$ cat config.mk
export PLATFORM = sky130hd
export DESIGN_NAME = calc_result_rx_flat
export DESIGN_NICKNAME = d
export VERILOG_FILES = /design/src/rtl/calc_rx_pkg.sv /design/src/rtl/calc_result_rx_if.sv /design/src/rtl/calc_rx_edge.sv /design/src/rtl/calc_result_rx.sv /design/src/flat_wrapper.sv
export SDC_FILE = /design/constraint.sdc
export NUM_CORES = 1
export LEC_CHECK = 0
export CORE_UTILIZATION = 38
export CTS_CLUSTER_DIAMETER = 200
export DETAILED_ROUTE_END_ITERATION = 7
export GPL_TIMING_DRIVEN = 0
export HOLD_SLACK_MARGIN = 0.06
export PLACE_DENSITY_LB_ADDON = 0.3
export SLEW_MARGIN = 15
export SYNTH_ARGS = -nofsm -noshare
export SYNTH_HDL_FRONTEND = slang
export SYNTH_HIERARCHICAL = 1
export SYNTH_SLANG_ARGS = --single-unit
export TNS_END_PERCENT = 10
$ cat constraint.sdc
create_clock -name Clk -period 1.85 [get_ports Clk]
set_input_delay 0.185 -clock Clk [delete_from_list [all_inputs] [get_ports Clk]]
set_output_delay 0.185 -clock Clk [all_outputs]
set_load 0.02 [all_outputs]
$ cat src/rtl/calc_rx_pkg.sv
// rtl/calc_rx_pkg.sv - shared types and defaults for the calculator result receiver
package calc_rx_pkg;

    typedef enum logic {
        IDLE = 1'b0,
        RECV = 1'b1
    } rx_state_e;

    localparam int DATA_W_DEF = 16;
    localparam int NIB_W_DEF  = 4;
    localparam int STATS_W    = 16;

endpackage

$ cat src/rtl/calc_result_rx_if.sv
// rtl/calc_result_rx_if.sv - valid/ready result hand-off between receiver and consumer
interface calc_result_rx_if #(
    parameter int DATA_W = calc_rx_pkg::DATA_W_DEF
);
    logic [DATA_W-1:0] Result;
    logic              ResultValid;
    logic              ResultReady;

    modport master (output Result, output ResultValid, input ResultReady);
    modport slave  (input Result, input ResultValid, output ResultReady);
endinterface

$ cat src/rtl/calc_rx_edge.sv
// rtl/calc_rx_edge.sv - rising-edge detector for the ClkTx strobe, sampled as data in the Clk domain
module calc_rx_edge (
    input  logic Clk,
    input  logic Reset,
    input  logic ClkTx,
    output logic TxRise
);
    logic clk_tx_q;

    always_ff @(posedge Clk or posedge Reset) begin
        if (Reset) clk_tx_q <= 1'b0;
        else       clk_tx_q <= ClkTx;
    end

    // Delayed copy resets low so a strobe already high at reset release counts as a rise
    assign TxRise = ClkTx & ~clk_tx_q;
endmodule

$ cat src/rtl/calc_result_rx.sv
// rtl/calc_result_rx.sv - nibble deserializer with one-entry result buffer; CALC_RX_STATS_EN adds word/error counters
module calc_result_rx
    import calc_rx_pkg::*;
#(
    parameter int DATA_W = DATA_W_DEF,
    parameter int NIB_W  = NIB_W_DEF
) (
    input  logic             Clk,
    input  logic             Reset,
    input  logic             ClkTx,
    input  logic             DOutValid,
    input  logic [NIB_W-1:0] DataOut,
    calc_result_rx_if.master res,
    output logic             RxBusy,
    output logic             FrameErr,
    output logic             Overrun
`ifdef CALC_RX_STATS_EN
    ,
    output logic [STATS_W-1:0] WordCnt,
    output logic [STATS_W-1:0] ErrCnt
`endif
);
    localparam int NNIB  = DATA_W / NIB_W;
    localparam int CNT_W = (NNIB > 1) ? $clog2(NNIB) : 1;
    localparam logic [CNT_W-1:0] LAST_NIB = CNT_W'(NNIB - 1);

    rx_state_e         state, state_nx;
    logic [CNT_W-1:0]  nib_cnt, nib_cnt_nx;
    logic [DATA_W-1:0] shift, shift_nx;
    logic              tx_rise;
    logic              word_done;
    logic              frame_err_nx;
    logic              accept;
    logic              overrun_nx;

    calc_rx_edge u_edge (
        .Clk    (Clk),
        .Reset  (Reset),
        .ClkTx  (ClkTx),
        .TxRise (tx_rise)
    );

    always_comb begin
        state_nx     = state;
        nib_cnt_nx   = nib_cnt;
        shift_nx     = shift;
        word_done    = 1'b0;
        frame_err_nx = 1'b0;
        if (tx_rise) begin
            case (state)
                IDLE: begin
                    if (DOutValid) begin
                        shift_nx = DATA_W'(DataOut);
                        if (NNIB == 1) begin
                            word_done = 1'b1;
                        end else begin
                            nib_cnt_nx = CNT_W'(1);
                            state_nx   = RECV;
                        end
                    end
                end
                RECV: begin
                    if (DOutValid) begin
                        shift_nx = (shift << NIB_W) | DATA_W'(DataOut);
                        if (nib_cnt == LAST_NIB) begin
                            word_done  = 1'b1;
                            state_nx   = IDLE;
                            nib_cnt_nx = '0;
                        end else begin
                            nib_cnt_nx = nib_cnt + CNT_W'(1);
                        end
                    end else begin
                        frame_err_nx = 1'b1;
                        state_nx     = IDLE;
                        nib_cnt_nx   = '0;
                    end
                end
                default: begin
                    state_nx   = IDLE;
                    nib_cnt_nx = '0;
                end
            endcase
        end
    end

    // A completing word may take the slot the consumer is draining this same cycle
    assign accept     = word_done & (~res.ResultValid | res.ResultReady);
    assign overrun_nx = word_done & ~accept;

    always_ff @(posedge Clk or posedge Reset) begin
        if (Reset) begin
            state           <= IDLE;
            nib_cnt         <= '0;
            shift           <= '0;
            FrameErr        <= 1'b0;
            Overrun         <= 1'b0;
            res.Result      <= '0;
            res.ResultValid <= 1'b0;
        end else begin
            state    <= state_nx;
            nib_cnt  <= nib_cnt_nx;
            shift    <= shift_nx;
            FrameErr <= frame_err_nx;
            Overrun  <= overrun_nx;
            if (accept) begin
                res.Result      <= shift_nx;
                res.ResultValid <= 1'b1;
            end else if (res.ResultValid & res.ResultReady) begin
                res.ResultValid <= 1'b0;
            end
        end
    end

    assign RxBusy = (state == RECV);

`ifdef CALC_RX_STATS_EN
    logic [1:0]         err_inc;
    logic [STATS_W:0]   err_sum;

    assign err_inc = {1'b0, frame_err_nx} + {1'b0, overrun_nx};
    assign err_sum = {1'b0, ErrCnt} + (STATS_W + 1)'(err_inc);

    always_ff @(posedge Clk or posedge Reset) begin
        if (Reset) begin
            WordCnt <= '0;
            ErrCnt  <= '0;
        end else begin
            if (accept && (WordCnt != '1)) WordCnt <= WordCnt + STATS_W'(1);
            ErrCnt <= err_sum[STATS_W] ? '1 : err_sum[STATS_W-1:0];
        end
    end
`endif
endmodule
$ cat src/flat_wrapper.sv
// flat-port wrapper written by rule: the top's interface ports become plain ports
module calc_result_rx_flat import calc_rx_pkg::*;
#(
    parameter int DATA_W = DATA_W_DEF,
    parameter int NIB_W  = NIB_W_DEF
)
  (Clk, Reset, ClkTx, DOutValid, DataOut, RxBusy, FrameErr, Overrun, res_Result, res_ResultValid, res_ResultReady);
  calc_result_rx_if #(.DATA_W(DATA_W)) res_i ();
  input  logic Clk;
  input  logic Reset;
  input  logic ClkTx;
  input  logic DOutValid;
  input  logic [NIB_W-1:0] DataOut;
  output logic RxBusy;
  output logic FrameErr;
  output logic Overrun;
  output wire logic [$bits(res_i.Result)-1:0] res_Result;
  output wire logic [$bits(res_i.ResultValid)-1:0] res_ResultValid;
  input wire logic [$bits(res_i.ResultReady)-1:0] res_ResultReady;
  assign res_Result = res_i.Result;
  assign res_ResultValid = res_i.ResultValid;
  assign res_i.ResultReady = res_ResultReady;
  calc_result_rx #(.DATA_W(DATA_W), .NIB_W(NIB_W)) u_core (.Clk(Clk), .Reset(Reset), .ClkTx(ClkTx), .DOutValid(DOutValid), .DataOut(DataOut), .res(res_i), .RxBusy(RxBusy), .FrameErr(FrameErr), .Overrun(Overrun));
endmodule
[Word level (Yosys, flattened, before mapping)]
Cells that the tools add are included.
Word-level totals
  output and inout bits: 20
  bits in registers: 39
Operators by class
  equal/unequal tests: 2
  bitwise logic cells: 10
  reductions and logical operators: 2
  multiplexer cells: 21
  $add $sub $neg: 1
Operators with widths (number)
  $mux 16: 3
  $pmux 16 s2: 1
  $or 16x4->16: 1
  $mux 1: 12
  $mux 2: 3
  $and 1x1->1: 4
  $not 1->1: 4
  $pmux 2 s2: 1
  $add 2x1->2 const B: 1
  $eq 2x2->1 const B: 1
  $ne 2x2->1 const B: 1
  $pmux 1 s2: 1
  $reduce_and 2->1: 1
  $reduce_bool 2->1: 1
  $or 1x1->1: 1

[Logic depth before layout (Yosys ltp)]
  word-level depth: 8
  mapped depth: 7

[By module]
The synthesis kept the hierarchy.
Modules (own cells, without submodules)
  calc_result_rx: times used 1, sequential area each 950.9 µm², cells each 120, area each 1587.8 µm²
  calc_rx_edge: times used 1, sequential area each 25.0 µm², cells each 3, area each 42.5 µm²

[Least setup slack after synthesis]
Ideal clock, no wire load.
  path type: register to register
  start: register u_core.u_edge.clk_tx_q
  end: register u_core.res.Result[0]
  period minus slack after synthesis: 1.565 ns
  stages on the path, launching flop included: 7
  arrival time: 1.440 ns
  setup time: 0.125 ns
  required time: 1.725 ns
  setup slack: 0.285 ns
  cells stage by stage: dfrtp_1 > nor2b_4 > buf_2 > and2_4 > buf_6 > mux2_4 > mux2_4
RTL lines
  start, declared: RTL line calc_rx_edge.sv:8  | logic clk_tx_q;
  start signal, assigned: RTL line calc_rx_edge.sv:12  | else clk_tx_q <= ClkTx;
  $not 1->1: RTL line calc_rx_edge.sv:16  | assign TxRise = ClkTx & ~clk_tx_q;
  $and 1x1->1: RTL line calc_rx_edge.sv:16
  named net u_core.tx_rise: RTL line calc_result_rx.sv:30  | logic tx_rise;
  $mux 16: RTL line calc_result_rx.sv:49  | if (tx_rise) begin
  named net u_core.shift_nx[0]: RTL line calc_result_rx.sv:29  | logic [DATA_W-1:0] shift, shift_nx;
  end signal, assigned: RTL line calc_result_rx.sv:106  | res.Result <= shift_nx;
  end, declared: RTL line calc_result_rx_if.sv:9  | modport master (output Result, output ResultValid, input ResultReady);
The timed path passes the listed nets, and every way through them passes these cells.
A chain may end at the register's enable or synchronous reset.

[Final worst setup path]
  start: input ClkTx
  end: register u_core.res.Result[1]
Between the ends
  longest elaborated chain between the ends: 3
Ends and longest elaborated chain
  start, declared: RTL line flat_wrapper.sv:11  | input logic ClkTx;
  $and 1x1->1 *: RTL line calc_rx_edge.sv:16
  named net u_core.tx_rise: RTL line calc_result_rx.sv:30
  $mux 1: RTL line calc_result_rx.sv:49
  $and 1x1->1: RTL line calc_result_rx.sv:87  | assign accept = word_done & (~res.ResultValid | res.ResultReady);
Mark *: on every way through the listed nets, which the timed path passes. The rest lies on a longest branch.

==> impl_results.md <==
* Syn Inst Count at 123
* Critical path peak fanout at 10
* Final HPWL DP at 1970 um
* Busiest grt layer: met2
* Xor/xnor cell area share of the yosys netlist at 0%
* FILL cells at 352
* Commonest cells post-synth: dfrtp_1 (39), inv_1 (15), o21ai_1 (15)
* Actual slew at the worst max-slew pin at 0.7702 ns
* Async SR Flop Fraction at 100.0%
* Synthesized cell area at 0.001630 mm^2
* Largest net degree at the start of global routing at 39
* Final min period at 1.715 ns
* P per Cell Area at 951.7 mW/mm^2
* Critical Path RT at 2.03 ns
* Drt initial violations at 61
* Max_cap viols at 0
* Routability cong. at 0.7761
* Sequential Power Share at 52.1%
* Worst stage delay on the critical path at 0.48 ns
* Routed WL at 2930 um
* Worst path arrival time at 1.89 ns
* Final hold vios at 0
* WHS at 0.2245 ns
* Core area at 0.004058 mm^2
* Setup Fix Bufs, Post-CTS at 0
* Synth Area in Simple Gates at 9.823%
* # rows at 23
* Critical path, cell by cell: clkdlybuf4s50_1 > nor2b_4 > buf_2 > and2_4 > nand4_4 > buf_6 > mux2_4
* GRT met3 Usage at 6.250%
* Period utilisation layout at 92.69%
* Syn Area/Cell at 13.25 um^2
* Sw Share at 27.04%
* Die X-Extent at 67.50 um
* Clock Latency Late Sink at 0.29 ns
* Initial Utilization at 40.18%
* Mux contribution to synthesized area at 17.04%
* Register-to-register setup slack at 0.15 ns
* Internal power at 1.426 mW
* DIE HEIGHT at 67.50 um
* Crit path capture type: flop
* Worst Path Buf+Inv at 3
* Area grow syn2layout at 26.02%
* Leak at 0.9604 nW
* Slowest stage cell, crit path: clkdlybuf4s50_1
* Comb pwr share at 19.8%
* Min-delay worst type: primary input to flop
* Net count, final at 168
* DRC Markers at 0
* Sink Count at 39
* P_sw at 0.5288 mW
* Normalized max-slew margin at 48.58%
* Worst setup SP type: primary input
* Worst-path clk slew at 0.07 ns
* Peak VDD IR at 0.4320 mV
* Synth area leaders: dfrtp_1 (60%), mux2_4 (13%), nand4_1 (4.6%), o21ai_1 (4.6%), mux2_2 (4.1%)
* Fin util at 50.63%
* Pre-CTS setup slack at -0.1744 ns
* Seq/Total Area, Yosys at 59.86%
* Count leader, synth: dfrtp_1
* Synth Area in Adders at 0.7675%
* Antenna-violating nets left at 0
* Htree depth at 2
* Fin. max-slew vios at 0
* Yosys cell types at 21
* Synth Area in Compound Gates at 5.526%
* Fraction of layout cells with a size suffix above 1 at 22.64%
* Yosys reg bits at 39
* Status: complete, no violations
* Fmax at 0.5831 GHz
* Unrepaired setup endpoints after global routing: false
* Boundary Pins at 29
* Clock power share at 28.1%
* M2 GR Usage at 22.77%
* Main synth FF type: dfrtp_1
* Die ar. at 0.004556 mm^2
* Initial antenna violation count at 0
* Largest family of logic cells by synthesized area: multiplexers
* CTS resizes at 0
* Critical path's top delay family: buffers and inverters
* Clock Tree Buf Depth at 2
* Final worst slack at 0.1352 ns
* Met1 Usage GRT at 17.98%
* Root buf cell: clkbuf_8
* First-pass DRT Iterations at 4
* Antenna cells at 0
* Vias in the first global route at 1,057
* GRT Total Usage at 15.01%
* First-pass GRT wire length at 4809 um
* YS warnings at 6
* Port bufs at 27
* Vias per cell at 4.909
* Setup Viol. Count Final at 0
* Syn_nets at 133
* Gr ovfl total at 0
* Overall via count from detail_route at 1,026
* Final Power at 1.955 mW
* Top-area cell type share of the netlist area at 59.86%
* WS Path Type: primary input to flop
* Post-route clock skew at 0.008473 ns
* CTS tree: done
* Post-synth EDFFs at 0
* Total CTS buffers at 5
* Wire per inst at 14.02 um
* Synth area leader: dfrtp_1
-- power groups by stage --
stage / sequential, mW / clock (mW) / combinational [mW]
floorplan: 1.08 / 0 / 0.191
global placement: 1.03 / 0 / 0.380
detailed placement: 1.04 / 0 / 0.388
CTS: 1.02 / 0.569 / 0.393
global route: 1.03 / 0.604 / 0.424
finish: 1.02 / 0.549 / 0.388
-- layout make-up --
type | count | area [um^2] | area share, %
multi-input combinational | 61 | 540.5 | 26.31
buffer | 8 | 57.56 | 2.801
clock inverter | 1 | 5.005 | 0.2436
tap | 50 | 62.56 | 3.045
sequential | 39 | 975.9 | 47.50
timing repair buffer | 28 | 280.3 | 13.64
clock buffer | 7 | 76.32 | 3.715
inverter | 15 | 56.30 | 2.741
-- worst min-delay path, delay by kind of cell --
kind                   cells  cell delay, ns
buffers and inverters      1            0.12
and+or+nand+nor            1            0.08
AOI/OAI and AO/OA          1            0.08
-- cell usage in the layout (no fill, tap or decap) --
cell type / count
a21oi_1: 1
nor2b_1: 1
and2_4: 2
nand4_1: 12
a32o_1: 1
buf_2: 1
inv_2: 1
clkbuf_1: 5
o21ai_1: 15
mux2_4: 14
mux2_2: 6
nor2_1: 1
nand2b_1: 1
buf_6: 3
nand2_1: 3
clkbuf_8: 5
clkdlybuf4s50_1: 27
nor3_1: 1
nor2b_4: 1
inv_1: 14
clkinv_2: 1
ha_1: 1
buf_4: 1
nand4_4: 1
dfrtp_1: 39
dlygate4sd3_1: 1
-- state kept, by name, indices dropped and copies added, names as in the netlist --
register and cells:
u_core/u_edge/clk_tx_q 1, u_core/shift 16, u_core/nib_cnt 2, u_core/res.Result 16, u_core/FrameErr 1, u_core/res.ResultValid 1
u_core/Overrun 1, u_core/RxBusy 1
-- logic make-up after synthesis --
kind of cell	Yosys count
buffers and inverters	23
muxes	20
and+or+nand+nor	23
DFF	39
adders and majority gates	1
AOI/OAI and AO/OA	17
-- final timing paths --
path                                   startpoint                endpoint  cells past startpoint
min in group asynchronous                   Reset  u_core/u_edge/clk_tx_q                      3
max reg2reg                u_core/u_edge/clk_tx_q    u_core/res.Result[1]                      6
min reg2reg                     u_core/nib_cnt[0]       u_core/nib_cnt[0]                      1
min                                     DOutValid        u_core/shift[14]                      3
max in group asynchronous                   Reset   u_core/res.Result[13]                      3
max                                         ClkTx    u_core/res.Result[1]                      7
-- routing by layer --
metal	vias up	share of wire, %	routed length [um]
met3	8	4.7	138
met5	-	0	0
met2	23	48	1407
met1	505	45	1313
met4	0	2.4	71
li1	490	-	-
-- stage by stage --
| stage | instances | cell area (um^2) | setup TNS, ns |
|---|---|---|---|
| 6_report | 209 | 2054 | 0 |
| 5_1_grt | 209 | 2054 | 0 |
| 4_1_cts | 209 | 2054 | 0 |
| 3_5_place_dp | 200 | 1963 | -2.250 |
| 3_3_place_gp | 200 | 1963 | -1.895 |
| 2_1_floorplan | 123 | 1630 | 0 |
-- repair_timing --
item                                    4_1_cts  5_1_grt
hold buffers                                  1        0
endpoints found under the hold margin         1        0
endpoints found under the setup margin        0        0
Note: power is estimated with default switching activity, not from simulation.
